### src/rtl/usb_rx_byte_ctrl.sv
// rtl/usb_rx_byte_ctrl.sv - USB receive SYNC hunt, bit destuffing and byte framing controller
module usb_rx_byte_ctrl #(
    parameter logic [7:0] SYNC_PATTERN = 8'h80,
    parameter int         STUFF_LEN    = 6
) (
    input  logic       clk,
    input  logic       n_rst,
    input  logic       bit_valid,
    input  logic       bit_in,
    input  logic       eop,
    input  logic [7:0] sr_data,
    output logic       sr_shift,
    output logic       sr_bit,
    output logic       sr_restart,
    output logic [7:0] rx_byte,
    output logic       byte_valid,
    output logic       rx_active,
    output logic       rx_done,
    output logic       rx_error
);

    typedef enum logic [1:0] {HUNT = 2'd0, DATA = 2'd1, ERR = 2'd2} state_t;

    localparam logic [2:0] STUFF_LIMIT = 3'(STUFF_LEN);

    state_t     state_q, state_d;
    logic [2:0] bit_cnt_q, bit_cnt_d;
    logic [2:0] ones_cnt_q, ones_cnt_d;
    logic       sr_shift_q, sr_shift_d;
    logic       sr_bit_q, sr_bit_d;
    logic       sr_restart_q, sr_restart_d;
    logic [7:0] rx_byte_q, rx_byte_d;
    logic       byte_valid_q, byte_valid_d;
    logic       rx_active_q, rx_active_d;
    logic       rx_done_q, rx_done_d;
    logic       rx_error_q, rx_error_d;
    // Two-stage markers travel alongside each shift so sr_data is sampled once it settles.
    logic       p1_sync_q, p1_sync_d, p2_sync_q;
    logic       p1_byte_q, p1_byte_d, p2_byte_q;

    logic bit_ev, hunt_shift, data_accept, data_drop, stuff_err, sync_hit;

    always_comb begin
        bit_ev      = bit_valid && !eop;
        hunt_shift  = (state_q == HUNT) && bit_ev;
        data_accept = (state_q == DATA) && bit_ev && (ones_cnt_q != STUFF_LIMIT);
        data_drop   = (state_q == DATA) && bit_ev && (ones_cnt_q == STUFF_LIMIT) && !bit_in;
        stuff_err   = (state_q == DATA) && bit_ev && (ones_cnt_q == STUFF_LIMIT) && bit_in;
        sync_hit    = (state_q == HUNT) && p2_sync_q && (sr_data == SYNC_PATTERN);
    end

    always_ff @(posedge clk or negedge n_rst) begin
        if (!n_rst) begin
            state_q      <= HUNT;
            bit_cnt_q    <= 3'd0;
            ones_cnt_q   <= 3'd0;
            sr_shift_q   <= 1'b0;
            sr_bit_q     <= 1'b0;
            sr_restart_q <= 1'b0;
            rx_byte_q    <= 8'h00;
            byte_valid_q <= 1'b0;
            rx_active_q  <= 1'b0;
            rx_done_q    <= 1'b0;
            rx_error_q   <= 1'b0;
            p1_sync_q    <= 1'b0;
            p2_sync_q    <= 1'b0;
            p1_byte_q    <= 1'b0;
            p2_byte_q    <= 1'b0;
        end else begin
            state_q      <= state_d;
            bit_cnt_q    <= bit_cnt_d;
            ones_cnt_q   <= ones_cnt_d;
            sr_shift_q   <= sr_shift_d;
            sr_bit_q     <= sr_bit_d;
            sr_restart_q <= sr_restart_d;
            rx_byte_q    <= rx_byte_d;
            byte_valid_q <= byte_valid_d;
            rx_active_q  <= rx_active_d;
            rx_done_q    <= rx_done_d;
            rx_error_q   <= rx_error_d;
            p1_sync_q    <= p1_sync_d;
            p2_sync_q    <= p1_sync_q;
            p1_byte_q    <= p1_byte_d;
            p2_byte_q    <= p1_byte_q;
        end
    end

    always_comb begin
        state_d    = state_q;
        bit_cnt_d  = bit_cnt_q;
        ones_cnt_d = ones_cnt_q;
        case (state_q)
            HUNT: begin
                if (sync_hit) begin
                    state_d    = DATA;
                    bit_cnt_d  = 3'd0;
                    ones_cnt_d = 3'd1;
                end
            end
            DATA: begin
                if (eop) begin
                    state_d    = HUNT;
                    bit_cnt_d  = 3'd0;
                    ones_cnt_d = 3'd0;
                end else if (stuff_err) begin
                    state_d = ERR;
                end else if (data_drop) begin
                    ones_cnt_d = 3'd0;
                end else if (data_accept) begin
                    bit_cnt_d  = bit_cnt_q + 3'd1;
                    ones_cnt_d = bit_in ? ones_cnt_q + 3'd1 : 3'd0;
                end
            end
            ERR: begin
                if (eop) begin
                    state_d    = HUNT;
                    bit_cnt_d  = 3'd0;
                    ones_cnt_d = 3'd0;
                end
            end
            default: state_d = HUNT;
        endcase
    end

    always_comb begin
        sr_shift_d   = hunt_shift || data_accept;
        sr_bit_d     = (hunt_shift || data_accept) ? bit_in : sr_bit_q;
        sr_restart_d = eop;
        p1_sync_d    = hunt_shift;
        p1_byte_d    = data_accept && (bit_cnt_q == 3'd7);
        byte_valid_d = p2_byte_q;
        rx_byte_d    = p2_byte_q ? sr_data : rx_byte_q;
        rx_done_d    = (state_q == DATA) && eop && (bit_cnt_q == 3'd0);
        rx_error_d   = ((state_q == DATA) && eop && (bit_cnt_q != 3'd0)) || stuff_err;
        rx_active_d  = rx_active_q;
        if (sync_hit)
            rx_active_d = 1'b1;
        if (eop || stuff_err)
            rx_active_d = 1'b0;
    end

    assign sr_shift   = sr_shift_q;
    assign sr_bit     = sr_bit_q;
    assign sr_restart = sr_restart_q;
    assign rx_byte    = rx_byte_q;
    assign byte_valid = byte_valid_q;
    assign rx_active  = rx_active_q;
    assign rx_done    = rx_done_q;
    assign rx_error   = rx_error_q;

endmodule

### config.mk
export PLATFORM = sky130hd
export DESIGN_NAME = usb_rx_byte_ctrl
export DESIGN_NICKNAME = d
export VERILOG_FILES = /design/src/rtl/usb_rx_byte_ctrl.sv
export SDC_FILE = /design/constraint.sdc
export NUM_CORES = 1
export LEC_CHECK = 0
export ABC_CLOCK_PERIOD_IN_PS = 2600
export BUFFER_PORTS_ARGS = -buffer_cell sky130_fd_sc_hd__buf_4
export CAP_MARGIN = 25
export CORE_ASPECT_RATIO = 0.75
export CORE_UTILIZATION = 52
export CTS_BUF_LIST = sky130_fd_sc_hd__clkbuf_16
export CTS_CLUSTER_DIAMETER = 60
export CTS_CLUSTER_SIZE = 25
export DETAILED_ROUTE_END_ITERATION = 6
export PLACE_DENSITY = 0.84
export SYNTH_ARGS = -nofsm -noshare
export SYNTH_HDL_FRONTEND = slang
export SYNTH_SLANG_ARGS = --single-unit
### constraint.sdc
create_clock -name clk -period 2.6 [get_ports clk]
set_clock_uncertainty 0.05 [all_clocks]
set_input_delay 0.39 -clock clk [delete_from_list [all_inputs] [get_ports clk]]
set_output_delay 0.39 -clock clk [all_outputs]
set_load 0.02 [all_outputs]
==> impl_metrics.yaml <==
setup_path:
  path_buf_inv: 1
  arrival_ns: 2.38
  path_cells: "inv_1 -> ha_1 -> nand3b_1 -> or2_2 -> a211oi_1 -> mux2_2"
  timing.setup.critical_path_class: "reg -> reg"
  crit-reg2reg-launch: "state_q[1]"
  cp.required_ns: 2.70
  path_delay_family: "simple AND/OR/NAND/NOR gates"
  reg2reg_depth: 6
  worstSetupEndpointType: "flip-flop"
  worstSetupStartpointType: "flip-flop"
  crit_fanout: 6
  worst-path-stages: 6
  max_stage_delay_ns: 0.40
  critical_path.startpoint: "state_q[1]"
  critical_path_cell_with_the_highest_stage_delay: "sky130_fd_sc_hd__dfrtp_1"
global_routing:
  grt_use_total_pct: 20.05
  antenna_found_initial: 0
  grt.overflow.total: 0
  maximum_number_of_pins_on_one_net_before_global_route_repair: 28
  vias_in_the_first_global_route: 887
  grt_first_pass_wirelength_um: 3767
floorplanning:
  chipWidth_um: 58.84
  placeableCoreArea_mm2: 0.002290
  fp.dieArea_mm2: 0.002626
  placementRows: 15
  fp.dieH_um: 44.63
  num_io_pins: 28
  initial_core_util_pct: 55.03
synth:
  mappedNetlistArea_mm2: 0.001260
  syn-num-nets: 122
  synthesis.instances: 99
  synth.avg_cell_area_um2: 12.73
  ys_seq_area_share_pct: 53.62
  number_of_warnings_issued_by_yosys: 0
  netlist-cell-type-count: 33
  synth.ff_latch_count: 27
clock_tree:
  worst_setup_hold_path_clk_slew_ns: 0.06
  post_cts_resized: 0
  cts_tree: "yes"
  numCtsBuffers: 3
  cts.root.buffer_cell: "sky130_fd_sc_hd__clkbuf_16"
  ctsLongestPathBuffers: 2
  clock_tree.htree_level_count: 1
  cts.sink_count: 27
  clkLatencyLatePin_ns: 0.26
  postCtsSetupRepairBufs: 0
place:
  post-dp-hpwl_um: 1774
  gp_congestion: 0.7820
  io_buffers: 27
timing:
  finalHoldViolations: 0
  clock.fmax_mhz: 438.2
  min_period_over_period_pct: 87.78
  setup_viol: 0
  rsz0062_at_grt: "no"
  fin_tns_setup_ns: 0
  worst_slew_margin_rel_pct: 75.18
  max_slew.worst_pin.slew_ns: 0.3694
  fin_crit_ns: 2.282
  final_max_slew_viol_count: 0
finish:
  layout.cells.most_common_list: "27 x sky130_fd_sc_hd__dfrtp_1, 27 x sky130_fd_sc_hd__buf_4, 12 x sky130_fd_sc_hd__mux2_2"
  drive_gt1_share_pct: 40.00
  n_antenna_cell: 0
  layout.filler_cells: 170
  multi_input_area_um2: 554.3
  storage_element_area_um2: 675.6
  number_of_nets_in_the_layout: 154
  layout-area-overhead-vs-synth_pct: 26.51
hold_path:
  worst_hold_startpoint: "eop"
  hold_path_class: "in -> reg"
  min_path_cells: 1
detailed_routing:
  post_route_ant_nets: 0
  wirelength_um: 2274
  first_pass_iters: 4
  detailedRoute.firstIterationViolations: 32
  post-route-drc-count: 0
  via_count: 882
  via_cell_ratio: 5.378
  detail_route.wl_per_cell_um: 13.87
flow_run:
  maxCapViolations: 0
run_status:
  run_status: "complete, no violations"
power_and_ir_drop:
  power.total_mw: 1.215
  power_density_over_the_cells_mw_per_mm2: 762.4
  peak_supply_drop_uv: 664.5
  p_leak_nw: 0.8266
[report_power, final]
group | switching, mW | internal [mW]
sequential | 0.0330 | 0.474
clock | 0.139 | 0.209
combinational | 0.194 | 0.166
[per-stage QoR]
step	setup slack [ns]	area [um2]	hold WS, ns	cells	util, %
after floorplan	0.5600	1260	0.04441	99	-
after global placement	0.3751	1501	0.2638	159	65.57
after detailed placement	0.2994	1501	0.2683	159	65.57
after CTS	0.3384	1594	0.2380	164	69.62
after global routing	0.2529	1594	0.2478	164	69.62
final	0.3177	1594	0.2444	164	69.62
[worst reg2reg max path, delay by kind of cell, from the launching register on]
kind / cells / cell delay (ns)
and+or+nand+nor: 2 / 0.58
muxes: 1 / 0.37
adders and majority gates: 1 / 0.30
buffers and inverters: 1 / 0.13
DFF: 1 / 0.40
AOI/OAI and AO/OA: 1 / 0.34
[synth_stat cells (all sizes together)]
master / count / area [um2]
dfrtp: 27 / 675.7
mux2: 12 / 135.1
ha: 10 / 125.1
inv: 7 / 26.28
or2: 4 / 25.02
nor2b: 3 / 18.77
nor3: 3 / 20.02
a211oi: 2 / 15.01
a21oi: 2 / 10.01
a32o: 2 / 20.02
and3: 2 / 12.51
nand2: 2 / 7.510
nand3: 2 / 10.01
nor2: 2 / 7.510
nor3b: 2 / 15.01
a21bo: 1 / 10.01
a21o: 1 / 7.510
a31o: 1 / 8.760
and2: 1 / 6.260
clkbuf: 1 / 3.750
nand2b: 1 / 6.260
nand3b: 1 / 7.510
nor4: 1 / 6.260
o211a: 1 / 10.01
o21ai: 1 / 5.000
o22ai: 1 / 6.260
o31a: 1 / 8.760
o31ai: 1 / 7.510
o32ai: 1 / 8.760
o41a: 1 / 11.26
or3b: 1 / 8.760
or4b: 1 / 13.76
[final timing paths]
check | slack (ns) | to
hold / removal | 0.24 | sr_restart
setup reg to reg | 0.32 | state_q[0]
min in group asynchronous | 0.53 | sr_restart
hold reg to reg | 0.31 | p2_sync_q
max in group asynchronous | 1.73 | bit_cnt_q[0]
setup / recovery | 0.32 | state_q[0]
[cells by family after synthesis]
kind of cell             Yosys count  share of synthesized area [%]
AO/OA/AOI/OAI                     16                          10.23
adder cells (fa/ha/maj)           10                          9.930
buffers and inverters              8                          2.383
flip-flops                        27                          53.62
multiplexers                      12                          10.72
AND/OR/NAND/NOR                   26                          13.11
[final cells by class]
class                   count  share of cell area [%]
well taps                  34                   2.669
multi-input cells          64                   34.77
flip-flops and latches     27                   42.39
inverters                   7                   1.648
repair buffers             28                   13.34
clock inverters             1                  0.4710
clock buffers               3                   4.710
[sequential cells by signal, summed over array words and instances (netlist names), 2 cells and up]
name and cells:
rx_byte 8, state_q 2, bit_cnt_q 3, ones_cnt_q 3
[layer usage]
layer / wire length [um] / GRT usage, % / vias up
li1: - / - / 416
met3: 98 / 6.433 / 4
met5: 0 / 0 / -
met2: 1147 / 35.91 / 19
met1: 1010 / 23.62 / 443
met4: 18 / 4.762 / 0
[what timing repair did]
item,in CTS,in global routing
setup endpoints to repair,0,0
endpoints found under the hold margin,27,0
hold buffers,1,0
No activity file was read; power rests on OpenSTA's default activity.
